### src/rtl/fir_dma_pkg.sv
// Shared state encoding and FIR CSR layout for the FIR DMA master.
package fir_dma_pkg;

    typedef enum logic [3:0] {
        ST_IDLE,
        ST_COEF0,
        ST_COEF1,
        ST_RD_SRC,
        ST_WT_SRC,
        ST_WR_X,
        ST_SETTLE,
        ST_RD_Y,
        ST_WT_Y,
        ST_WR_DST,
        ST_DONE
    } fir_dma_state_e;

    localparam logic [31:0] FIR_COEF_LO = 32'd0;
    localparam logic [31:0] FIR_COEF_HI = 32'd1;
    localparam logic [31:0] FIR_X       = 32'd2;
    localparam logic [31:0] FIR_Y       = 32'd3;

    localparam logic [31:0] BYTE_STRIDE = 32'd4;

    function automatic logic [31:0] csr_addr(input logic [31:0] base,
                                             input logic [31:0] word_off);
        return base + word_off * BYTE_STRIDE;
    endfunction

endpackage

### src/rtl/fir_dma_master.sv
// Avalon-MM initiator: loads the FIR coefficients, then streams each sample
// through the FIR CSR and stores the filtered result to destination memory.
module fir_dma_master
    import fir_dma_pkg::*;
#(
    parameter logic [31:0] FIR_BASE = 32'h0001_0000,
    parameter int unsigned FIR_LAT  = 2,
    parameter int unsigned LEN_W    = 16
) (
    input  logic             clk,
    input  logic             Rst,
    input  logic             Start,
    input  logic [31:0]      SrcAddr,
    input  logic [31:0]      DstAddr,
    input  logic [LEN_W-1:0] Length,
    input  logic [31:0]      Coef0,
    input  logic [31:0]      Coef1,
    output logic             Busy,
    output logic             Done,
    output logic [31:0]      Address,
    output logic             Read,
    output logic             Write,
    output logic [31:0]      WriteData,
    input  logic             WaitRequest,
    input  logic [31:0]      ReadData,
    input  logic             ReadDataValid
);

    localparam int unsigned SET_W = (FIR_LAT < 2) ? 1 : $clog2(FIR_LAT + 1);

    localparam logic [31:0] ADDR_COEF_LO = csr_addr(FIR_BASE, FIR_COEF_LO);
    localparam logic [31:0] ADDR_COEF_HI = csr_addr(FIR_BASE, FIR_COEF_HI);
    localparam logic [31:0] ADDR_X       = csr_addr(FIR_BASE, FIR_X);
    localparam logic [31:0] ADDR_Y       = csr_addr(FIR_BASE, FIR_Y);

    fir_dma_state_e     r_state;
    fir_dma_state_e     w_state_nxt;

    logic [31:0]        r_src;
    logic [31:0]        r_dst;
    logic [LEN_W-1:0]   r_rem;
    logic [SET_W-1:0]   r_set;
    logic [7:0]         r_x;
    logic [31:0]        r_y;
    logic [31:0]        r_coef0;
    logic [31:0]        r_coef1;

    logic [31:0]        r_addr;
    logic               r_read;
    logic               r_write;
    logic [31:0]        r_wdata;
    logic               r_busy;
    logic               r_done;

    logic [31:0]        w_src_nxt;
    logic [31:0]        w_dst_nxt;
    logic [LEN_W-1:0]   w_rem_nxt;
    logic [SET_W-1:0]   w_set_nxt;
    logic [7:0]         w_x_nxt;
    logic [31:0]        w_y_nxt;
    logic [31:0]        w_coef0_nxt;
    logic [31:0]        w_coef1_nxt;

    logic [31:0]        w_addr_nxt;
    logic               w_read_nxt;
    logic               w_write_nxt;
    logic [31:0]        w_wdata_nxt;
    logic               w_busy_nxt;
    logic               w_done_nxt;

    logic [7:0]         w_unused_rdata;

    assign w_unused_rdata = ReadData[31:24];

    assign Address   = r_addr;
    assign Read      = r_read;
    assign Write     = r_write;
    assign WriteData = r_wdata;
    assign Busy      = r_busy;
    assign Done      = r_done;

    always_ff @(posedge clk or posedge Rst) begin
        if (Rst) begin
            r_state <= ST_IDLE;
        end else begin
            r_state <= w_state_nxt;
        end
    end

    always_ff @(posedge clk or posedge Rst) begin
        if (Rst) begin
            r_src   <= '0;
            r_dst   <= '0;
            r_rem   <= '0;
            r_set   <= '0;
            r_x     <= '0;
            r_y     <= '0;
            r_coef0 <= '0;
            r_coef1 <= '0;
            r_addr  <= '0;
            r_read  <= 1'b0;
            r_write <= 1'b0;
            r_wdata <= '0;
            r_busy  <= 1'b0;
            r_done  <= 1'b0;
        end else begin
            r_src   <= w_src_nxt;
            r_dst   <= w_dst_nxt;
            r_rem   <= w_rem_nxt;
            r_set   <= w_set_nxt;
            r_x     <= w_x_nxt;
            r_y     <= w_y_nxt;
            r_coef0 <= w_coef0_nxt;
            r_coef1 <= w_coef1_nxt;
            r_addr  <= w_addr_nxt;
            r_read  <= w_read_nxt;
            r_write <= w_write_nxt;
            r_wdata <= w_wdata_nxt;
            r_busy  <= w_busy_nxt;
            r_done  <= w_done_nxt;
        end
    end

    always_comb begin
        w_state_nxt = r_state;
        w_src_nxt   = r_src;
        w_dst_nxt   = r_dst;
        w_rem_nxt   = r_rem;
        w_set_nxt   = r_set;
        w_x_nxt     = r_x;
        w_y_nxt     = r_y;
        w_coef0_nxt = r_coef0;
        w_coef1_nxt = r_coef1;

        case (r_state)
            ST_IDLE: begin
                if (Start) begin
                    w_src_nxt   = SrcAddr;
                    w_dst_nxt   = DstAddr;
                    w_rem_nxt   = Length;
                    w_coef0_nxt = Coef0;
                    w_coef1_nxt = Coef1;
                    w_state_nxt = ST_COEF0;
                end
            end
            ST_COEF0: begin
                if (!WaitRequest) w_state_nxt = ST_COEF1;
            end
            ST_COEF1: begin
                if (!WaitRequest) begin
                    w_state_nxt = (r_rem == '0) ? ST_DONE : ST_RD_SRC;
                end
            end
            ST_RD_SRC: begin
                if (!WaitRequest) w_state_nxt = ST_WT_SRC;
            end
            ST_WT_SRC: begin
                if (ReadDataValid) begin
                    w_x_nxt     = ReadData[7:0];
                    w_state_nxt = ST_WR_X;
                end
            end
            ST_WR_X: begin
                if (!WaitRequest) begin
                    if (FIR_LAT == 0) begin
                        w_state_nxt = ST_RD_Y;
                    end else begin
                        w_set_nxt   = SET_W'(FIR_LAT);
                        w_state_nxt = ST_SETTLE;
                    end
                end
            end
            ST_SETTLE: begin
                if (r_set <= SET_W'(1)) begin
                    w_set_nxt   = '0;
                    w_state_nxt = ST_RD_Y;
                end else begin
                    w_set_nxt   = r_set - SET_W'(1);
                end
            end
            ST_RD_Y: begin
                if (!WaitRequest) w_state_nxt = ST_WT_Y;
            end
            ST_WT_Y: begin
                if (ReadDataValid) begin
                    w_y_nxt     = {8'h00, ReadData[23:0]};
                    w_state_nxt = ST_WR_DST;
                end
            end
            ST_WR_DST: begin
                if (!WaitRequest) begin
                    w_src_nxt   = r_src + BYTE_STRIDE;
                    w_dst_nxt   = r_dst + BYTE_STRIDE;
                    w_rem_nxt   = r_rem - LEN_W'(1);
                    w_state_nxt = (w_rem_nxt == '0) ? ST_DONE : ST_RD_SRC;
                end
            end
            ST_DONE: begin
                w_state_nxt = ST_IDLE;
            end
            default: begin
                w_state_nxt = ST_IDLE;
            end
        endcase
    end

    // Bus outputs are registered, so they are decoded from the state being
    // entered and the register values that will hold in it.
    always_comb begin
        w_addr_nxt  = '0;
        w_read_nxt  = 1'b0;
        w_write_nxt = 1'b0;
        w_wdata_nxt = '0;
        w_busy_nxt  = 1'b1;
        w_done_nxt  = 1'b0;

        case (w_state_nxt)
            ST_IDLE: begin
                w_busy_nxt = 1'b0;
            end
            ST_COEF0: begin
                w_write_nxt = 1'b1;
                w_addr_nxt  = ADDR_COEF_LO;
                w_wdata_nxt = w_coef0_nxt;
            end
            ST_COEF1: begin
                w_write_nxt = 1'b1;
                w_addr_nxt  = ADDR_COEF_HI;
                w_wdata_nxt = w_coef1_nxt;
            end
            ST_RD_SRC: begin
                w_read_nxt = 1'b1;
                w_addr_nxt = w_src_nxt;
            end
            ST_WR_X: begin
                w_write_nxt = 1'b1;
                w_addr_nxt  = ADDR_X;
                w_wdata_nxt = {24'h000000, w_x_nxt};
            end
            ST_RD_Y: begin
                w_read_nxt = 1'b1;
                w_addr_nxt = ADDR_Y;
            end
            ST_WR_DST: begin
                w_write_nxt = 1'b1;
                w_addr_nxt  = w_dst_nxt;
                w_wdata_nxt = w_y_nxt;
            end
            ST_DONE: begin
                w_busy_nxt = 1'b0;
                w_done_nxt = 1'b1;
            end
            default: begin
                w_busy_nxt = 1'b1;
            end
        endcase
    end

endmodule

### config.mk
export PLATFORM = sky130hd
export DESIGN_NAME = fir_dma_master
export DESIGN_NICKNAME = d
export VERILOG_FILES = /design/src/rtl/fir_dma_pkg.sv /design/src/rtl/fir_dma_master.sv
export SDC_FILE = /design/constraint.sdc
export NUM_CORES = 1
export LEC_CHECK = 0
export ABC_AREA = 0
export CAP_MARGIN = 20
export CORE_AREA = 5 5 127 219
export CTS_CLUSTER_SIZE = 20
export DETAILED_ROUTE_END_ITERATION = 10
export DIE_AREA = 0 0 132 224
export MAX_ROUTING_LAYER = met4
export PLACE_DENSITY = 0.73
export SLEW_MARGIN = 5
export SYNTH_ARGS = -nofsm -noshare
export SYNTH_HDL_FRONTEND = slang
export SYNTH_SLANG_ARGS = --single-unit
### constraint.sdc
create_clock -name clk -period 10.6 [get_ports clk]
set_input_delay 3.18 -clock clk [delete_from_list [all_inputs] [get_ports clk]]
set_output_delay 3.18 -clock clk [all_outputs]
set_load 0.02 [all_outputs]
==> results of run 1 <==
==> worst max-delay path: stages <==
cell and delay (ps):
sky130_fd_sc_hd__clkdlybuf4s50_1 520, sky130_fd_sc_hd__or4b_1 580, sky130_fd_sc_hd__o21a_1 160, sky130_fd_sc_hd__o21ai_1 770, sky130_fd_sc_hd__o211a_2 840, sky130_fd_sc_hd__buf_4 580
sky130_fd_sc_hd__a221o_1 260
==> metal layers <==
layer | share of wire (%) | wire [um] | global-route usage, %
met3 | 5.3 | 1870 | 3.19
met2 | 52 | 18100 | 40.7
met4 | 3.8 | 1330 | 9.17
met5 | 0 | 0 | -
met1 | 39 | 13800 | 28.7
==> cells by family (layout without fill, tap and decap cells) <==
family,count (synthesis),count (layout)
multiplexers,44,44
XOR/XNOR,2,2
other,0,2
AO/OA/AOI/OAI,272,272
flip-flops,258,258
buffers and inverters,96,316
adder cells (fa/ha/maj),4,4
AND/OR/NAND/NOR,521,521
==> flip-flops by register name, indices dropped and copies added (netlist names) <==
name,cells
Address,32
Busy,1
Done,1
Read,1
Write,1
WriteData,32
r_coef0,32
r_coef1,32
r_dst,32
r_rem,16
r_set,2
r_src,32
r_state,4
r_x,8
r_y,32
==> power by group <==
group,switching (mW),internal (mW)
Combinational,0.833,0.637
Clock,0.377,0.521
Sequential,0.293,1.38
Total,1.50,2.54
==> cell type report <==
cell class	count	area (um^2)
fill	2218	10500
sequential	258	6460
multi-input combinational	843	5130
timing repair buffer	255	2520
clock buffer	34	679
tap	320	400
clock inverter	9	126
inverter	18	75.1
antenna	2	5.00
==> layout by cell type, fill, tap and decap left out, drive strengths merged, types with 9 or more instances in the layout <==
master         instances
nand2                276
o211ai                19
nand3                 33
mux2                  40
nand4                 27
nor2                  47
o311ai                18
and2                  37
clkdlybuf4s50        240
a31oi                  9
a221o                 49
o21ai                 54
clkbuf                34
a21oi                 32
buf                   15
nor3                  23
or3                   11
dfrtp                258
nor4                  20
inv                   18
a22o                  30
==> worst max-delay path by stage <==
stage | start | to | slack (ps) | depth (start not counted)
2_1_floorplan | Rst | Address[0]$_DFF_PP0_ | 320 | 1
3_3_place_gp | Start | WriteData[14]$_DFF_PP0_ | 3560 | 7
3_5_place_dp | Start | WriteData[29]$_DFF_PP0_ | 3550 | 7
4_1_cts | Start | WriteData[29]$_DFF_PP0_ | 4090 | 7
5_1_grt | Start | WriteData[29]$_DFF_PP0_ | 3970 | 7
6_report | Start | WriteData[12]$_DFF_PP0_ | 4120 | 7
==> stage by stage <==
| step | instance area (um^2) | hold slack [ps] | total power [mW] |
|---|---|---|---|
| after floorplan | 11900 | 433 | 2.58 |
| after CTS | 15400 | 467 | 4.06 |
| after global routing | 15400 | 486 | 4.29 |
| final | 15400 | 467 | 4.04 |
| after detailed placement | 14600 | 451 | 3.15 |
| after global placement | 14600 | 445 | 3.10 |
==> key figures, run 1 <==
Setup path
  • Worst EP required: 11060 ps
  • Arrival @ worst endpoint: 6940 ps
  • Worst Path Max Fanout: 40
  • Crit path kind: primary input to register
  • Crit path capture type: register
  • Critical register-to-register path startpoint: r_state[2]$_DFF_PP0_
  • Worst Reg-to-Reg Cells: 6
  • Worst reg2reg path endpoint: WriteData[12]$_DFF_PP0_
  • Register-to-register setup slack: 6550 ps
  • Worst setup SP type: primary input

Flow run
  • Count of maximum capacitance violations: 0

Drt
  • Count of routing violations after the opening detailed-route iteration: 590
  • Count of antenna-violating nets left after detailed routing: 0
  • Residual DRC: 0
  • Vias/cell: 5.89
  • Pre-antenna DRT Iters: 5
  • Routed len/inst: 20.2 um
  • Final WL: 35.1 mm
  • Via count: 10249

Clock network
  • Clock latency on the worst-skew pair: 520 ps
  • TritonCTS Buffers: 24
  • Clock root cell: sky130_fd_sc_hd__clkbuf_16
  • Cts-stage hold buffer count: 0
  • Number of buffers between clock root and the deepest sink: 3
  • Deepest level of the CTS H-tree: 1
  • CTS tree: yes
  • Number of setup buffers added after CTS: 0
  • Clock edge transition at the registers on the reported setup and hold paths: 70 ps
  • Clock net sink count: 258
  • Post-cts sizing count: 0

STA
  • Final clock period utilization by the worst path: 61.1%
  • Max Clock Freq: 154 MHz
  • Max-slew headroom at the worst pin: 32.6%
  • Post-layout min period: 6480 ps
  • Post-layout worst setup margin: 4120 ps
  • Max-slew violation count: 0
  • Worst Tran Pin Value: 1000 ps
  • Final-report hold violation count: 0
  • Total negative setup slack: 0 ps
  • Setup repair after global routing missed its margin: false
  • Finish-stage setup viols: 0
  • Final worst clock skew: 11.1 ps

Yosys
  • Fraction of synthesized cell area taken by the top area cell type: 54.1%
  • Post-synthesis average cell area: 9.97 um^2
  • Share of cell area taken by muxes after synthesis: 4.11%
  • Top cells by area, synth: sky130_fd_sc_hd__dfrtp_1, sky130_fd_sc_hd__nand2_1, sky130_fd_sc_hd__a221o_1
  • Share of async-settable or async-resettable flops after synthesis: 100%
  • Xor/xnor cell area share of the yosys netlist: 0.147%
  • Synthesized-area fraction occupied by ao, oa, aoi and oai cells: 17.1%
  • Combinational family with the most area after synthesis: simple AND/OR/NAND/NOR gates
  • Most frequently used flop master after synthesis: sky130_fd_sc_hd__dfrtp_1
  • Number of synthesized flops with an enable pin: 0
  • Post-synthesis simple-gate area fraction: 20.7%
  • Number of instances in the synthesized netlist: 1197
  • YS warnings: 0
  • Post-synthesis sequential element count: 258
  • Library cell occupying the most area in the post-synthesis netlist: sky130_fd_sc_hd__dfrtp_1
  • Most instantiated cells after synthesis: sky130_fd_sc_hd__nand2_1, sky130_fd_sc_hd__dfrtp_1, sky130_fd_sc_hd__o21ai_0
  • Adder-cell area share of the yosys netlist: 0.419%
  • Number of nets produced by synthesis: 1382
  • Synth Cell Area: 0.0119 mm^2
  • Sequential share of the synthesized area: 54.1%
  • Distinct cell type count of the synthesized netlist: 65
  • Cell with the most instances after synthesis: sky130_fd_sc_hd__nand2_1

Layout
  • Synthesis-to-layout area growth: 29.0%
  • Share of cells above drive strength 1: 7.62%
  • Layout Cells excl Fill: 1739
  • Post-Route Utilization: 59.5%
  • Number of nets at the end of the flow: 1585

Place
  • Final weighted congestion in routability-driven placement: 0.870
  • Estimated wirelength of the detail-placed design: 23.5 mm
  • Total placed cells including tap cells: 1692
  • Worst setup timing slack at the placement stage: 3550 ps
  • Port bufs: 240

Global routing
  • Vias in the first global route: 10473
  • Largest net degree at the start of global routing: 122
  • Antenna violations before repair: 2
  • Total routing usage reported by global routing: 23.8%
  • Overflow after GRT: 0
  • First-pass GRT wire length: 56.7 mm

Outcome
  • Result of the run: finished clean

Floorplanning
  • Die boundary height: 224 um
  • Core Footprint: 0.0259 mm^2
  • Initial Util: 46.1%
  • Num rows: 78
  • Die W: 132 um
  • Overall die area: 0.0296 mm^2
  • Top Ports: 249

Power and ir drop
  • Static Leak: 6.75 nW
  • Largest voltage drop on the vdd net: 162 uV
  • Power Dens Cells: 263 mW/mm^2

Min path
  • Origin of the worst min-delay path: r_coef0[26]$_DFF_PP0_
  • Endpoint, Worst Hold: r_coef0[26]$_DFF_PP0_
  • Cell count of the worst hold path: 2
  • Worst hold path class: register to register
Power figures use the tool's default switching activity.
==> run 2: changes to the inputs <==
--- a/config.mk
+++ b/config.mk
@@ -7,12 +7,12 @@
 export LEC_CHECK = 0
 export ABC_AREA = 0
 export CAP_MARGIN = 20
-export CORE_AREA = 5 5 127 219
+export CORE_AREA = 5 5 121 209
 export CTS_CLUSTER_SIZE = 20
 export DETAILED_ROUTE_END_ITERATION = 10
-export DIE_AREA = 0 0 132 224
+export DIE_AREA = 0 0 126 214
 export MAX_ROUTING_LAYER = met4
-export PLACE_DENSITY = 0.73
+export PLACE_DENSITY = 0.77
 export SLEW_MARGIN = 5
 export SYNTH_ARGS = -nofsm -noshare
 export SYNTH_HDL_FRONTEND = slang
==> constraint.sdc (replaced) <==
create_clock -name clk -period 6.6 [get_ports clk]
set_input_delay 1.98 -clock clk [delete_from_list [all_inputs] [get_ports clk]]
set_output_delay 1.98 -clock clk [all_outputs]
set_load 0.02 [all_outputs]
==> key figures, run 2 (same netlist as run 1, synthesis figures left out) <==
Global routing
  • GR met3 Demand/Resource: 2.79%
  • Met2 Use GR: 45.1%
  • Met1 layer usage reported by global route: 30.2%
  • Overflow after GRT: 0
  • Layer carrying the most global-route usage: met2
  • Antenna violations before repair: 1
  • Total routing usage reported by global routing: 25.6%
  • Largest net degree at the start of global routing: 180
  • Vias in the first global route: 10661
  • First-pass GRT wire length: 55.6 mm

Floorplanning
  • Top Ports: 249
  • Overall die area: 0.0270 mm^2
  • Num rows: 74
  • Die W: 126 um
  • Initial Util: 51.1%
  • Die boundary height: 214 um
  • Core Footprint: 0.0233 mm^2

Min path
  • Cell count of the worst hold path: 2
  • Origin of the worst min-delay path: r_coef0[17]$_DFF_PP0_
  • Worst hold path class: register to register

STA
  • Post-layout min period: 4830 ps
  • WHS: 469 ps
  • Worst Tran Pin Value: 1070 ps
  • Total negative setup slack: 0 ps
  • Setup repair after global routing missed its margin: false
  • Final worst clock skew: 18.6 ps
  • Final-report hold violation count: 0
  • Finish-stage setup viols: 0
  • Max-slew headroom at the worst pin: 28.9%
  • Max-slew violation count: 0
  • Max Clock Freq: 207 MHz
  • Final clock period utilization by the worst path: 73.1%

Drt
  • Routed len/inst: 19.9 um
  • Final WL: 34.4 mm
  • Count of antenna-violating nets left after detailed routing: 0
  • Via count: 10372
  • Vias/cell: 6.01
  • Residual DRC: 0
  • Count of routing violations after the opening detailed-route iteration: 708
  • Pre-antenna DRT Iters: 5

Clock network
  • Cts-stage hold buffer count: 0
  • Clock net sink count: 258
  • Number of setup buffers added after CTS: 0
  • Post-cts sizing count: 0
  • CTS tree: yes
  • Number of buffers between clock root and the deepest sink: 3
  • TritonCTS Buffers: 24
  • Clock latency on the worst-skew pair: 520 ps
  • Clock edge transition at the registers on the reported setup and hold paths: 60 ps
  • Clock root cell: sky130_fd_sc_hd__clkbuf_16
  • Deepest level of the CTS H-tree: 1

Power and ir drop
  • Static Leak: 6.76 nW
  • Power Dens Cells: 420 mW/mm^2
  • Largest voltage drop on the vdd net: 297 uV

Layout
  • Number of nets at the end of the flow: 1588
  • Filler instances: 1918
  • Commonest cells after routing, fill and taps aside: sky130_fd_sc_hd__nand2_1, sky130_fd_sc_hd__dfrtp_1, sky130_fd_sc_hd__clkdlybuf4s50_1, sky130_fd_sc_hd__o21ai_0, sky130_fd_sc_hd__a221o_1
  • Synthesis-to-layout area growth: 28.9%
  • Share of cells above drive strength 1: 7.82%
  • FF/Latch Area: 0.00646 mm^2
  • Multi-input gate area: 0.00513 mm^2
  • Most frequent standard cell in the layout excluding fill and tap cells: sky130_fd_sc_hd__nand2_1

Setup path
  • Delay of the slowest critical-path stage: 740 ps
  • Worst-path cell with the longest stage delay: sky130_fd_sc_hd__clkdlybuf4s50_1
  • Worst Reg-to-Reg Cells: 9
  • Critical register-to-register path startpoint: r_rem[0]$_DFFE_PP0P_
  • Crit path capture type: register
  • Worst Setup SP: WaitRequest
  • Worst setup SP type: primary input
  • Worst-path cell chain: clkdlybuf4s50_1 > nand4b_1 > nor4_2 > nand4_1 > o311ai_0 > a22o_1
  • Arrival @ worst endpoint: 5280 ps
  • Register-to-register setup slack: 2940 ps
  • Worst Path Max Fanout: 17
  • Worst EP required: 7060 ps
  • Crit path kind: primary input to register

Place
  • Port bufs: 240
  • Final weighted congestion in routability-driven placement: 0.878
  • Estimated wirelength of the detail-placed design: 23.3 mm

Outcome
  • Result of the run: finished clean

Flow run
  • Count of maximum capacitance violations: 0
[run 2: final timing paths]
check	end
min in group asynchronous	WriteData[8]$_DFF_PP0_
max in group asynchronous	Address[6]$_DFF_PP0_
setup reg to reg	WriteData[19]$_DFF_PP0_
setup / recovery	Address[28]$_DFF_PP0_
hold reg to reg	r_coef0[17]$_DFF_PP0_
hold / removal	r_coef0[17]$_DFF_PP0_
[run 2: layout make-up]
cell class                 instances  share of cell area, %
timing repair buffer             258                   16.6
tap                              304                   2.47
inverter                          18                  0.464
sequential                       258                   42.0
clock buffer                      38                   4.84
antenna                            1                 0.0163
clock inverter                     5                  0.325
multi-input combinational        843                   33.3
[run 2: metrics by stage]
stage          area [um^2]  std cells  power, mW  setup slack [ps]  util, %
2_1_floorplan        11900       1197       4.15              1220        -
3_3_place_gp         14600       1681       4.97              1380     62.5
3_5_place_dp         14600       1681       5.06              1350     62.5
4_1_cts              15400       1724       6.47              1900     65.9
5_1_grt              15400       1725       6.84              1610     65.9
6_report             15400       1725       6.46              1770     65.9
[run 2: per-layer routing]
metal / up-vias / routed length, um
met5: - / 0
met4: 0 / 1240
met3: 80 / 1650
met1: 5144 / 13300
li1: 4761 / -
met2: 387 / 18200
[run 2: where the power goes]
part | switching [mW] | total (mW) | internal [mW]
clock network | 0.585 | 1.39 | 0.810
logic | 1.34 | 2.37 | 1.03
registers | 0.475 | 2.69 | 2.22
[run 2: critical path, delay by kind of cell]
kind | cells | cell delay, ps
AND/OR/NAND/NOR | 3 | 1630
AO/OA/AOI/OAI | 2 | 920
buffers and inverters | 1 | 740
==> run 3: changes to the inputs <==
--- a/config.mk
+++ b/config.mk
@@ -7,12 +7,12 @@
 export LEC_CHECK = 0
 export ABC_AREA = 0
 export CAP_MARGIN = 20
-export CORE_AREA = 5 5 121 209
+export CORE_AREA = 5 5 127 219
 export CTS_CLUSTER_SIZE = 20
 export DETAILED_ROUTE_END_ITERATION = 10
-export DIE_AREA = 0 0 126 214
+export DIE_AREA = 0 0 132 224
 export MAX_ROUTING_LAYER = met4
-export PLACE_DENSITY = 0.77
+export PLACE_DENSITY = 0.73
 export SLEW_MARGIN = 5
 export SYNTH_ARGS = -nofsm -noshare
 export SYNTH_HDL_FRONTEND = slang
==> constraint.sdc (replaced) <==
create_clock -name clk -period 4.44 [get_ports clk]
set_input_delay 1.332 -clock clk [delete_from_list [all_inputs] [get_ports clk]]
set_output_delay 1.332 -clock clk [all_outputs]
set_load 0.02 [all_outputs]
==> key figures, run 3 (same netlist as run 1, synthesis figures left out) <==
Outcome
  • Result of the run: finished clean

Floorplanning
  • Initial Util: 46.1%
  • Die W: 132 um
  • Num rows: 78
  • Overall die area: 0.0296 mm^2
  • Die boundary height: 224 um
  • Top Ports: 249
  • Core Footprint: 0.0259 mm^2

Clock network
  • Cts-stage hold buffer count: 0
  • Post-cts sizing count: 0
  • CTS tree: yes
  • Clock latency on the worst-skew pair: 520 ps
  • Deepest level of the CTS H-tree: 1
  • Clock root cell: sky130_fd_sc_hd__clkbuf_16
  • Clock edge transition at the registers on the reported setup and hold paths: 60 ps
  • Number of setup buffers added after CTS: 0
  • Number of buffers between clock root and the deepest sink: 3
  • Clock net sink count: 258
  • TritonCTS Buffers: 25

Setup path
  • Family with the most delay on the worst path: simple AND/OR/NAND/NOR gates
  • Crit path kind: primary input to register
  • Arrival @ worst endpoint: 4300 ps
  • Worst Reg-to-Reg Cells: 9
  • Worst-path cell with the longest stage delay: sky130_fd_sc_hd__clkdlybuf4s50_1
  • Worst reg2reg path endpoint: Address[31]$_DFF_PP0_
  • Worst-path cell chain: clkdlybuf4s50_1 > nand4b_1 > nor4_2 > buf_4 > nand4_1 > o211ai_1 > o311ai_0 > a22o_1
  • Worst EP required: 4850 ps
  • Register-to-register setup slack: 1280 ps
  • Critical path buffers and inverters: 2
  • Worst setup SP type: primary input
  • Crit path capture type: register
  • Critical register-to-register path startpoint: r_rem[1]$_DFFE_PP0P_
  • Worst Path Max Fanout: 12
  • Delay of the slowest critical-path stage: 670 ps

Global routing
  • First-pass GRT wire length: 57.6 mm
  • Largest net degree at the start of global routing: 99
  • Antenna violations before repair: 1
  • Vias in the first global route: 10734
  • Overflow after GRT: 0
  • Met2 Use GR: 43.4%
  • Layer carrying the most global-route usage: met2
  • Total routing usage reported by global routing: 24.4%
  • Met1 layer usage reported by global route: 28.1%
  • GR met3 Demand/Resource: 3.12%

Drt
  • Final WL: 35.7 mm
  • Residual DRC: 0
  • Pre-antenna DRT Iters: 6
  • Vias/cell: 5.91
  • Count of routing violations after the opening detailed-route iteration: 668
  • Count of antenna-violating nets left after detailed routing: 0
  • Via count: 10406
  • Routed len/inst: 20.3 um

Power and ir drop
  • Switching component of the power: 3.61 mW
  • Switching share of power: 36.7%
  • Power Dens Cells: 626 mW/mm^2
  • Cell internal pwr: 6.23 mW
  • Share of total power in the clock network: 22.8%
  • Static Leak: 6.92 nW
  • Sum of internal, switching and leakage power: 9.84 mW
  • Largest voltage drop on the vdd net: 354 uV
  • Share of total power in combinational logic: 36.5%
  • Part of the total power dissipated in sequential elements: 40.7%

Layout
  • Number of nets at the end of the flow: 1608
  • Most frequent standard cell in the layout excluding fill and tap cells: sky130_fd_sc_hd__nand2_1
  • Share of cells above drive strength 1: 9.31%
  • Commonest cells after routing, fill and taps aside: sky130_fd_sc_hd__nand2_1, sky130_fd_sc_hd__dfrtp_1, sky130_fd_sc_hd__clkdlybuf4s50_1, sky130_fd_sc_hd__o21ai_0, sky130_fd_sc_hd__a221o_1
  • Synthesis-to-layout area growth: 31.7%

STA
  • Final clock period utilization by the worst path: 87.6%
  • Max-slew violation count: 0
  • Max Clock Freq: 257 MHz
  • Final-report hold violation count: 0
  • Total negative setup slack: 0 ps
  • Worst Tran Pin Value: 1040 ps
  • Final worst clock skew: 13.4 ps
  • Finish-stage setup viols: 0
  • Setup repair after global routing missed its margin: false
  • Max-slew headroom at the worst pin: 30.6%
  • Post-layout min period: 3890 ps

Place
  • Port bufs: 240
  • Estimated wirelength of the detail-placed design: 24.5 mm
  • Final weighted congestion in routability-driven placement: 0.898

Flow run
  • Count of maximum capacitance violations: 0

Min path
  • Cell count of the worst hold path: 2
  • Endpoint, Worst Hold: r_coef0[23]$_DFF_PP0_
  • Worst hold path class: register to register
  • Origin of the worst min-delay path: r_coef0[23]$_DFF_PP0_
## run 3: worst max-delay path by stage
stage / startpoint / endpoint / slack, ps / depth (start not counted)
finish: WaitRequest / Address[26]$_DFF_PP0_ / 550 / 8
global route: WaitRequest / Address[28]$_DFF_PP0_ / 400 / 7
CTS: WaitRequest / Address[28]$_DFF_PP0_ / 620 / 7
detailed placement: WaitRequest / Address[28]$_DFF_PP0_ / 90 / 7
global placement: WaitRequest / Address[28]$_DFF_PP0_ / 210 / 7
floorplan: Rst / Address[0]$_DFF_PP0_ / -290 / 1
## run 3: worst min-delay path: stages (launching register included)
cell	delay, ps
sky130_fd_sc_hd__dfrtp_1	320
sky130_fd_sc_hd__nand2_1	40
sky130_fd_sc_hd__nand2_1	70
## run 3: power by group through the flow
| stage | sequential, mW | combinational [mW] | clock [mW] |
|---|---|---|---|
| after global placement | 3.98 | 3.49 | 0 |
| final | 4.00 | 3.59 | 2.25 |
| after global routing | 4.12 | 3.95 | 2.39 |
| after detailed placement | 4.02 | 3.58 | 0 |
| after floorplan | 4.01 | 2.16 | 0 |
| after CTS | 3.99 | 3.60 | 2.29 |
## run 3: routing by layer
metal,wire [um],vias to the layer above
li1,-,4825
met1,13600,5090
met2,19000,428
met3,2030,63
met4,1070,0
met5,0,-
## run 3: area by class of cell
cell class,count,area (um^2)
sequential,258,6460
multi-input combinational,843,5130
fill,2204,10200
clock inverter,11,155
inverter,18,71.3
timing repair buffer,277,2790
antenna,1,2.50
clock buffer,33,706
tap,320,400
## run 3: per-stage QoR
step	hold slack, ps	worst slack, ps	area [um^2]	util, %	std cells
6_report	466	550	15700	60.7	1761
5_1_grt	478	400	15700	60.7	1761
4_1_cts	468	619	15700	60.7	1760
3_5_place_dp	451	88.9	14800	57.4	1716
3_3_place_gp	446	212	14800	57.4	1715
2_1_floorplan	433	-292	11900	-	1197
